<file path="config.mk">
export PLATFORM = sky130hd
export DESIGN_NAME = fpu_access_arbiter
export DESIGN_NICKNAME = d
export VERILOG_FILES = /design/src/rtl/fpu_access_arbiter.sv
export SDC_FILE = /design/constraint.sdc
export NUM_CORES = 1
export LEC_CHECK = 0
export ABC_AREA = 1
export CORE_MARGIN = 1
export CORE_UTILIZATION = 63
export CTS_CLUSTER_SIZE = 28
export DETAILED_ROUTE_END_ITERATION = 8
export DONT_BUFFER_PORTS = 1
export PLACE_DENSITY = 0.79
export SYNTH_ARGS = -nofsm -noshare
export SYNTH_HDL_FRONTEND = slang
export SYNTH_SLANG_ARGS = --single-unit
</file>
<file path="constraint.sdc">
create_clock -name clk -period 6.8 [get_ports clk]
set_input_delay 0 -clock clk [delete_from_list [all_inputs] [get_ports clk]]
set_output_delay 0 -clock clk [all_outputs]
set_load 0.01 [all_outputs]
</file>
<file path="src/rtl/fpu_access_arbiter.sv">
// fpu_access_arbiter: shares one fixed-point FPU between two requesters.
// Round-robin grant in IDLE, then the FPU is driven with the latched operation
// for a per-operation hold time. The result is returned to the owner as a
// one-cycle response pulse. MUL and SQRT are followed by one flush cycle.
module fpu_access_arbiter #(
  parameter int WIDTH        = 32,
  parameter int MUL_CYCLES   = 12,
  parameter int SQRT_MIN     = 2,
  parameter int SQRT_TIMEOUT = 64
) (
  input  logic             clk,
  input  logic             reset,
  input  logic             req0_valid,
  output logic             req0_ready,
  input  logic [1:0]       req0_op,
  input  logic [WIDTH-1:0] req0_a,
  input  logic [WIDTH-1:0] req0_b,
  input  logic             req1_valid,
  output logic             req1_ready,
  input  logic [1:0]       req1_op,
  input  logic [WIDTH-1:0] req1_a,
  input  logic [WIDTH-1:0] req1_b,
  output logic             rsp0_valid,
  output logic [WIDTH-1:0] rsp0_data,
  output logic             rsp0_error,
  output logic             rsp1_valid,
  output logic [WIDTH-1:0] rsp1_data,
  output logic             rsp1_error,
  output logic [1:0]       fpu_operation,
  output logic [WIDTH-1:0] fpu_operand_1,
  output logic [WIDTH-1:0] fpu_operand_2,
  input  logic [WIDTH-1:0] fpu_result,
  input  logic             fpu_ready,
  output logic             busy
);

  localparam logic [1:0] OP_ADD  = 2'd0;
  localparam logic [1:0] OP_SUB  = 2'd1;
  localparam logic [1:0] OP_MUL  = 2'd2;
  localparam logic [1:0] OP_SQRT = 2'd3;

  localparam int CW = 16;
  localparam logic [CW-1:0] MUL_LAST  = CW'(MUL_CYCLES);
  localparam logic [CW-1:0] SQRT_HOLD = CW'(SQRT_MIN);
  localparam logic [CW-1:0] SQRT_LAST = CW'(SQRT_TIMEOUT);

  typedef enum logic [1:0] {
    S_IDLE  = 2'd0,
    S_EXEC  = 2'd1,
    S_RESP  = 2'd2,
    S_FLUSH = 2'd3
  } state_t;

  state_t           state_q, state_d;
  logic             ptr_q, ptr_d;
  logic             id_q, id_d;
  logic [1:0]       op_q, op_d;
  logic [WIDTH-1:0] a_q, a_d;
  logic [WIDTH-1:0] b_q, b_d;
  logic [CW-1:0]    cnt_q, cnt_d;
  logic [1:0]       fpu_op_q, fpu_op_d;
  logic [WIDTH-1:0] fpu_a_q, fpu_a_d;
  logic [WIDTH-1:0] fpu_b_q, fpu_b_d;
  logic             rsp0_valid_q, rsp0_valid_d;
  logic [WIDTH-1:0] rsp0_data_q, rsp0_data_d;
  logic             rsp0_error_q, rsp0_error_d;
  logic             rsp1_valid_q, rsp1_valid_d;
  logic [WIDTH-1:0] rsp1_data_q, rsp1_data_d;
  logic             rsp1_error_q, rsp1_error_d;

  logic grant_s;
  logic grant_id_s;
  logic done_s;
  logic err_s;

  // Grant decode: a lone requester wins, a tie goes to the pointer's requester.
  always_comb begin
    grant_s    = (state_q == S_IDLE) && (req0_valid || req1_valid);
    grant_id_s = (req0_valid && req1_valid) ? ptr_q : req1_valid;
  end

  assign req0_ready    = grant_s && !grant_id_s;
  assign req1_ready    = grant_s && grant_id_s;
  assign busy          = (state_q != S_IDLE);
  assign fpu_operation = fpu_op_q;
  assign fpu_operand_1 = fpu_a_q;
  assign fpu_operand_2 = fpu_b_q;
  assign rsp0_valid    = rsp0_valid_q;
  assign rsp0_data     = rsp0_data_q;
  assign rsp0_error    = rsp0_error_q;
  assign rsp1_valid    = rsp1_valid_q;
  assign rsp1_data     = rsp1_data_q;
  assign rsp1_error    = rsp1_error_q;

  // Decide whether this EXEC cycle is the sampling cycle (and whether it is a timeout).
  always_comb begin
    done_s = 1'b0;
    err_s  = 1'b0;
    case (op_q)
      OP_ADD, OP_SUB: done_s = 1'b1;
      // The multiply ready flag is sticky, so only the cycle count matters.
      OP_MUL: done_s = (cnt_q >= MUL_LAST);
      OP_SQRT: begin
        if ((cnt_q > SQRT_HOLD) && fpu_ready) begin
          done_s = 1'b1;
        end else if (cnt_q >= SQRT_LAST) begin
          done_s = 1'b1;
          err_s  = 1'b1;
        end else begin
          done_s = 1'b0;
        end
      end
      default: done_s = 1'b1;
    endcase
  end

  // State register.
  always_ff @(posedge clk or posedge reset) begin
    if (reset) begin
      state_q <= S_IDLE;
    end else begin
      state_q <= state_d;
    end
  end

  // Next-state logic.
  always_comb begin
    state_d = state_q;
    case (state_q)
      S_IDLE:  state_d = grant_s ? S_EXEC : S_IDLE;
      S_EXEC:  state_d = done_s ? S_RESP : S_EXEC;
      S_RESP:  state_d = ((op_q == OP_MUL) || (op_q == OP_SQRT)) ? S_FLUSH : S_IDLE;
      S_FLUSH: state_d = S_IDLE;
      default: state_d = S_IDLE;
    endcase
  end

  // Datapath/outputs: latch the request, run the hold counter, capture responses.
  always_comb begin
    ptr_d        = ptr_q;
    id_d         = id_q;
    op_d         = op_q;
    a_d          = a_q;
    b_d          = b_q;
    cnt_d        = '0;
    rsp0_valid_d = 1'b0;
    rsp0_data_d  = rsp0_data_q;
    rsp0_error_d = 1'b0;
    rsp1_valid_d = 1'b0;
    rsp1_data_d  = rsp1_data_q;
    rsp1_error_d = 1'b0;
    case (state_q)
      S_IDLE: begin
        if (grant_s) begin
          id_d  = grant_id_s;
          ptr_d = !grant_id_s;
          op_d  = grant_id_s ? req1_op : req0_op;
          a_d   = grant_id_s ? req1_a : req0_a;
          b_d   = grant_id_s ? req1_b : req0_b;
          cnt_d = CW'(1);
        end else begin
          cnt_d = '0;
        end
      end
      S_EXEC: begin
        if (done_s) begin
          cnt_d = '0;
          if (id_q) begin
            rsp1_valid_d = 1'b1;
            rsp1_data_d  = err_s ? '0 : fpu_result;
            rsp1_error_d = err_s;
          end else begin
            rsp0_valid_d = 1'b1;
            rsp0_data_d  = err_s ? '0 : fpu_result;
            rsp0_error_d = err_s;
          end
        end else begin
          cnt_d = cnt_q + CW'(1);
        end
      end
      default: cnt_d = '0;
    endcase
    // Outside EXEC the FPU sees ADD with zero operands, which also flushes it.
    if (state_d == S_EXEC) begin
      fpu_op_d = op_d;
      fpu_a_d  = a_d;
      fpu_b_d  = b_d;
    end else begin
      fpu_op_d = OP_ADD;
      fpu_a_d  = '0;
      fpu_b_d  = '0;
    end
  end

  // Datapath registers.
  always_ff @(posedge clk or posedge reset) begin
    if (reset) begin
      ptr_q        <= 1'b0;
      id_q         <= 1'b0;
      op_q         <= OP_ADD;
      a_q          <= '0;
      b_q          <= '0;
      cnt_q        <= '0;
      fpu_op_q     <= OP_ADD;
      fpu_a_q      <= '0;
      fpu_b_q      <= '0;
      rsp0_valid_q <= 1'b0;
      rsp0_data_q  <= '0;
      rsp0_error_q <= 1'b0;
      rsp1_valid_q <= 1'b0;
      rsp1_data_q  <= '0;
      rsp1_error_q <= 1'b0;
    end else begin
      ptr_q        <= ptr_d;
      id_q         <= id_d;
      op_q         <= op_d;
      a_q          <= a_d;
      b_q          <= b_d;
      cnt_q        <= cnt_d;
      fpu_op_q     <= fpu_op_d;
      fpu_a_q      <= fpu_a_d;
      fpu_b_q      <= fpu_b_d;
      rsp0_valid_q <= rsp0_valid_d;
      rsp0_data_q  <= rsp0_data_d;
      rsp0_error_q <= rsp0_error_d;
      rsp1_valid_q <= rsp1_valid_d;
      rsp1_data_q  <= rsp1_data_d;
      rsp1_error_q <= rsp1_error_d;
    end
  end

endmodule

</file>
==> run_results.csv <==
group,metric,value,unit
sta,layout_min_cycle_time,3.29,ns
sta,fin_crit_sh,0.484,
sta,setup_viol,0,
power_and_ir_drop,p_leak,5.65,nW
synth,ys_seq_area_frac,0.647,
synth,yosysUniqueCellTypes,29,
worst_setup_path,end_kind,"register",
floorplan,ioPinCount,306,
grt,grt_max_degree,138,
grt,grt_pass1_vias,7519,
worst_setup_path,crit_path_top_delay_cell,"dlygate4sd3_1",
clocking,clkTransAtPathRegs,0.06,ns
sta,grt_setup_unrepaired,"false",
clocking,post-cts-setup-buffer-count,0,
placed_design,pre_cts_ws,4.05,ns
worst_setup_path,arrival,3.68,ns
job,maxCapViolCount,0,
placed_design,place.detailed.hpwl,12500,µm
power_and_ir_drop,total_power,0.00568,W
final_layout,final_area,11100,µm²
clocking,cts_buffer_depth,3,
worst_setup_path,path_cells,"nor2_1 -> o21ai_4 -> buf_4 -> inv_1 -> nand2_1 -> inv_2 -> buf_4 -> a21oi_1 -> dlygate4sd3_1 -> nor2_2",
worst_setup_path,path_class,"reg2reg",
final_layout,area_growth_syn_to_layout,30.0,%
sta,worst_pin_slew,1.16,ns
worst_setup_path,cpMostUsedCell,"buf_4",
synth,synth_seq_cells,220,
synth,synth_cells,901,
sta,max_freq,304,MHz
drt,vias,7086,
worst_setup_path,cp-start-kind,"register",
placed_design,place.gp.congestion,0.785,
drt,via_per_inst,5.66,
power_and_ir_drop,vdd_drop_max,0.332,mV
clocking,h-tree-depth,1,
worst_setup_path,cp_max_fo,68,
sta,finalHoldViolations,0,
grt,grt_usage,0.364,
floorplan,die_area,14000,µm²
sta,clock_skew,0.0203,ns
clocking,clock-sinks,220,
min_path,hold_class,"in2reg",
sta,fin_setup_tns,0,ns
floorplan,core_area,13200,µm²
drt,ant_nets,0,
clocking,numCtsBuffers,22,
floorplan,die_width,118,µm
floorplan,num_rows,42,
sta,slew_violations,0,
final_layout,n_fill_cell,655,
placed_design,placed_area,8580,µm²
floorplan,start_util,0.645,
drt,drtIter0Drc,534,
worst_setup_path,crit_path_max_incr_delay,0.64,ns
drt,wire_per_inst,20.1,µm
synth,synth_warnings,0,
sta,post-route-worst-setup-slack,3.51,ns
drt,drc,0,
status,status,"completed",
final_layout,drive_gt1_frac,0.0838,
final_layout,fin_util,0.838,
drt,wl,25200,µm
grt,grt_pass1_wl,39400,µm
clocking,clk_latency,0.50,ns
grt,antenna_found_initial,1,
drt,dr.pass1.iters,6,
final_layout,fin_nets,1232,
synth,netlist_area,8500,µm²
synth,syn_avg_cell_area,9.44,µm²
clocking,cts_tree,"done",
grt,grt-ovfl-total,0,
placed_design,port_buffers,0,
clocking,clockRootBuffer,"clkbuf_16",
floorplan,die_h,118,µm
power_and_ir_drop,p_per_area,514,nW/µm²
sta,relSlewSlack,0.228,
clocking,post_cts_resized,0,
worst_setup_path,worstPathRequired,7.19,ns
[routing by layer]
layer  vias to the layer above  GRT usage  part of all wire
li1                       3070          -                 -
met1                      3433      0.414              0.34
met2                       468      0.620              0.49
met3                       115      0.105              0.11
met4                         0      0.198             0.061
met5                         -          0                 0
[cell families after synthesis]
| kind of cell | synth area share |
|---|---|
| xor+xnor | 0.00309 |
| other cells | 0.000441 |
| simple gates | 0.198 |
| fa+ha+maj | 0.00294 |
| buf+inv | 0.0658 |
| compound gates | 0.0824 |
| flops | 0.647 |
[cells in the mapped netlist, drive strengths merged]
library cell	instances	share of area
a21oi	66	0.039
a31oi	1	0.00074
buf	26	0.021
clkbuf	19	0.0084
clkinv	1	0.00044
conb	1	0.00044
dfrtp	220	0.65
ha	2	0.0029
inv	81	0.036
nand2	315	0.14
nand3	6	0.0056
nand4	1	0.00074
nor2	85	0.050
nor3	1	0.00059
nor3b	2	0.0018
o21ai	69	0.041
o21bai	2	0.0018
xnor2	1	0.0010
xor2	2	0.0021
[placed cells by master (no fill, tap or decap), drive strengths merged]
master and instances:
nand2 315, dfrtp 220, dlygate4sd3 168, nor2 85
inv 81, o21ai 69, a21oi 66, clkbuf 29
conb 9, nand3 6, bufinv 5, buf 5
clkinv 4, xor2 2, nor3b 2, o21bai 2
ha 2, diode 1, xnor2 1, nand4 1
nor3 1, a31oi 1
[flip-flops by register name (all words and copies together) (netlist names), 2 cells and up]
register,flops
a_q,32
b_q,32
fpu_operand_1,32
fpu_operand_2,32
rsp0_data,32
rsp1_data,32
cnt_q,16
fpu_operation,2
op_q,2
state_q,2
[worst paths after layout]
check	from	end	cells past startpoint	slack, ns
max in group asynchronous	reset	fpu_operand_2[10]	3	5.02
setup reg to reg	state_q[1]	fpu_operand_2[25]	10	3.51
min in group asynchronous	reset	fpu_operand_1[9]	2	0.20
hold / removal	req0_valid	cnt_q[0]	3	0.1
setup / recovery	state_q[1]	fpu_operand_2[25]	10	3.51
hold reg to reg	cnt_q[0]	cnt_q[0]	1	0.53
[critical path: cells and delay by family, from the launching register on]
kind,cells,cell delay [ns]
compound gates,2,0.26
simple gates,3,0.45
flops,1,0.41
buf+inv,5,2.03
[area by class of cell]
class | instances | area (µm²) | area share
Clock buffer | 29 | 618 | 0.0559
Clock inverter | 8 | 165 | 0.0149
Inverter | 82 | 315 | 0.0285
Multi-Input combinational cell | 562 | 2500 | 0.227
Tap cell | 176 | 220 | 0.0199
Antenna cell | 1 | 2.50 | 0.000226
Timing Repair Buffer | 173 | 1720 | 0.156
Sequential cell | 220 | 5510 | 0.498
[report_power, final]
group	internal, W	leakage [nW]	switching [W]
logic	0.000774	2.46	0.00117
clock network	0.000826	0.385	0.000497
registers	0.00189	2.81	0.000521
[timing repair]
action	in CTS	in global routing
setup endpoints to repair	0	0
endpoints found under the hold margin	341	0
hold buffers	168	0
[through the flow]
step / hold WS (ns) / std cells
floorplan: 0.129 / 909
global placement: 0.118 / 1045
detailed placement: 0.107 / 1045
CTS: 0.104 / 1250
global route: 0.164 / 1251
finish: 0.0999 / 1251
Note: power is estimated with default switching activity, not from simulation.
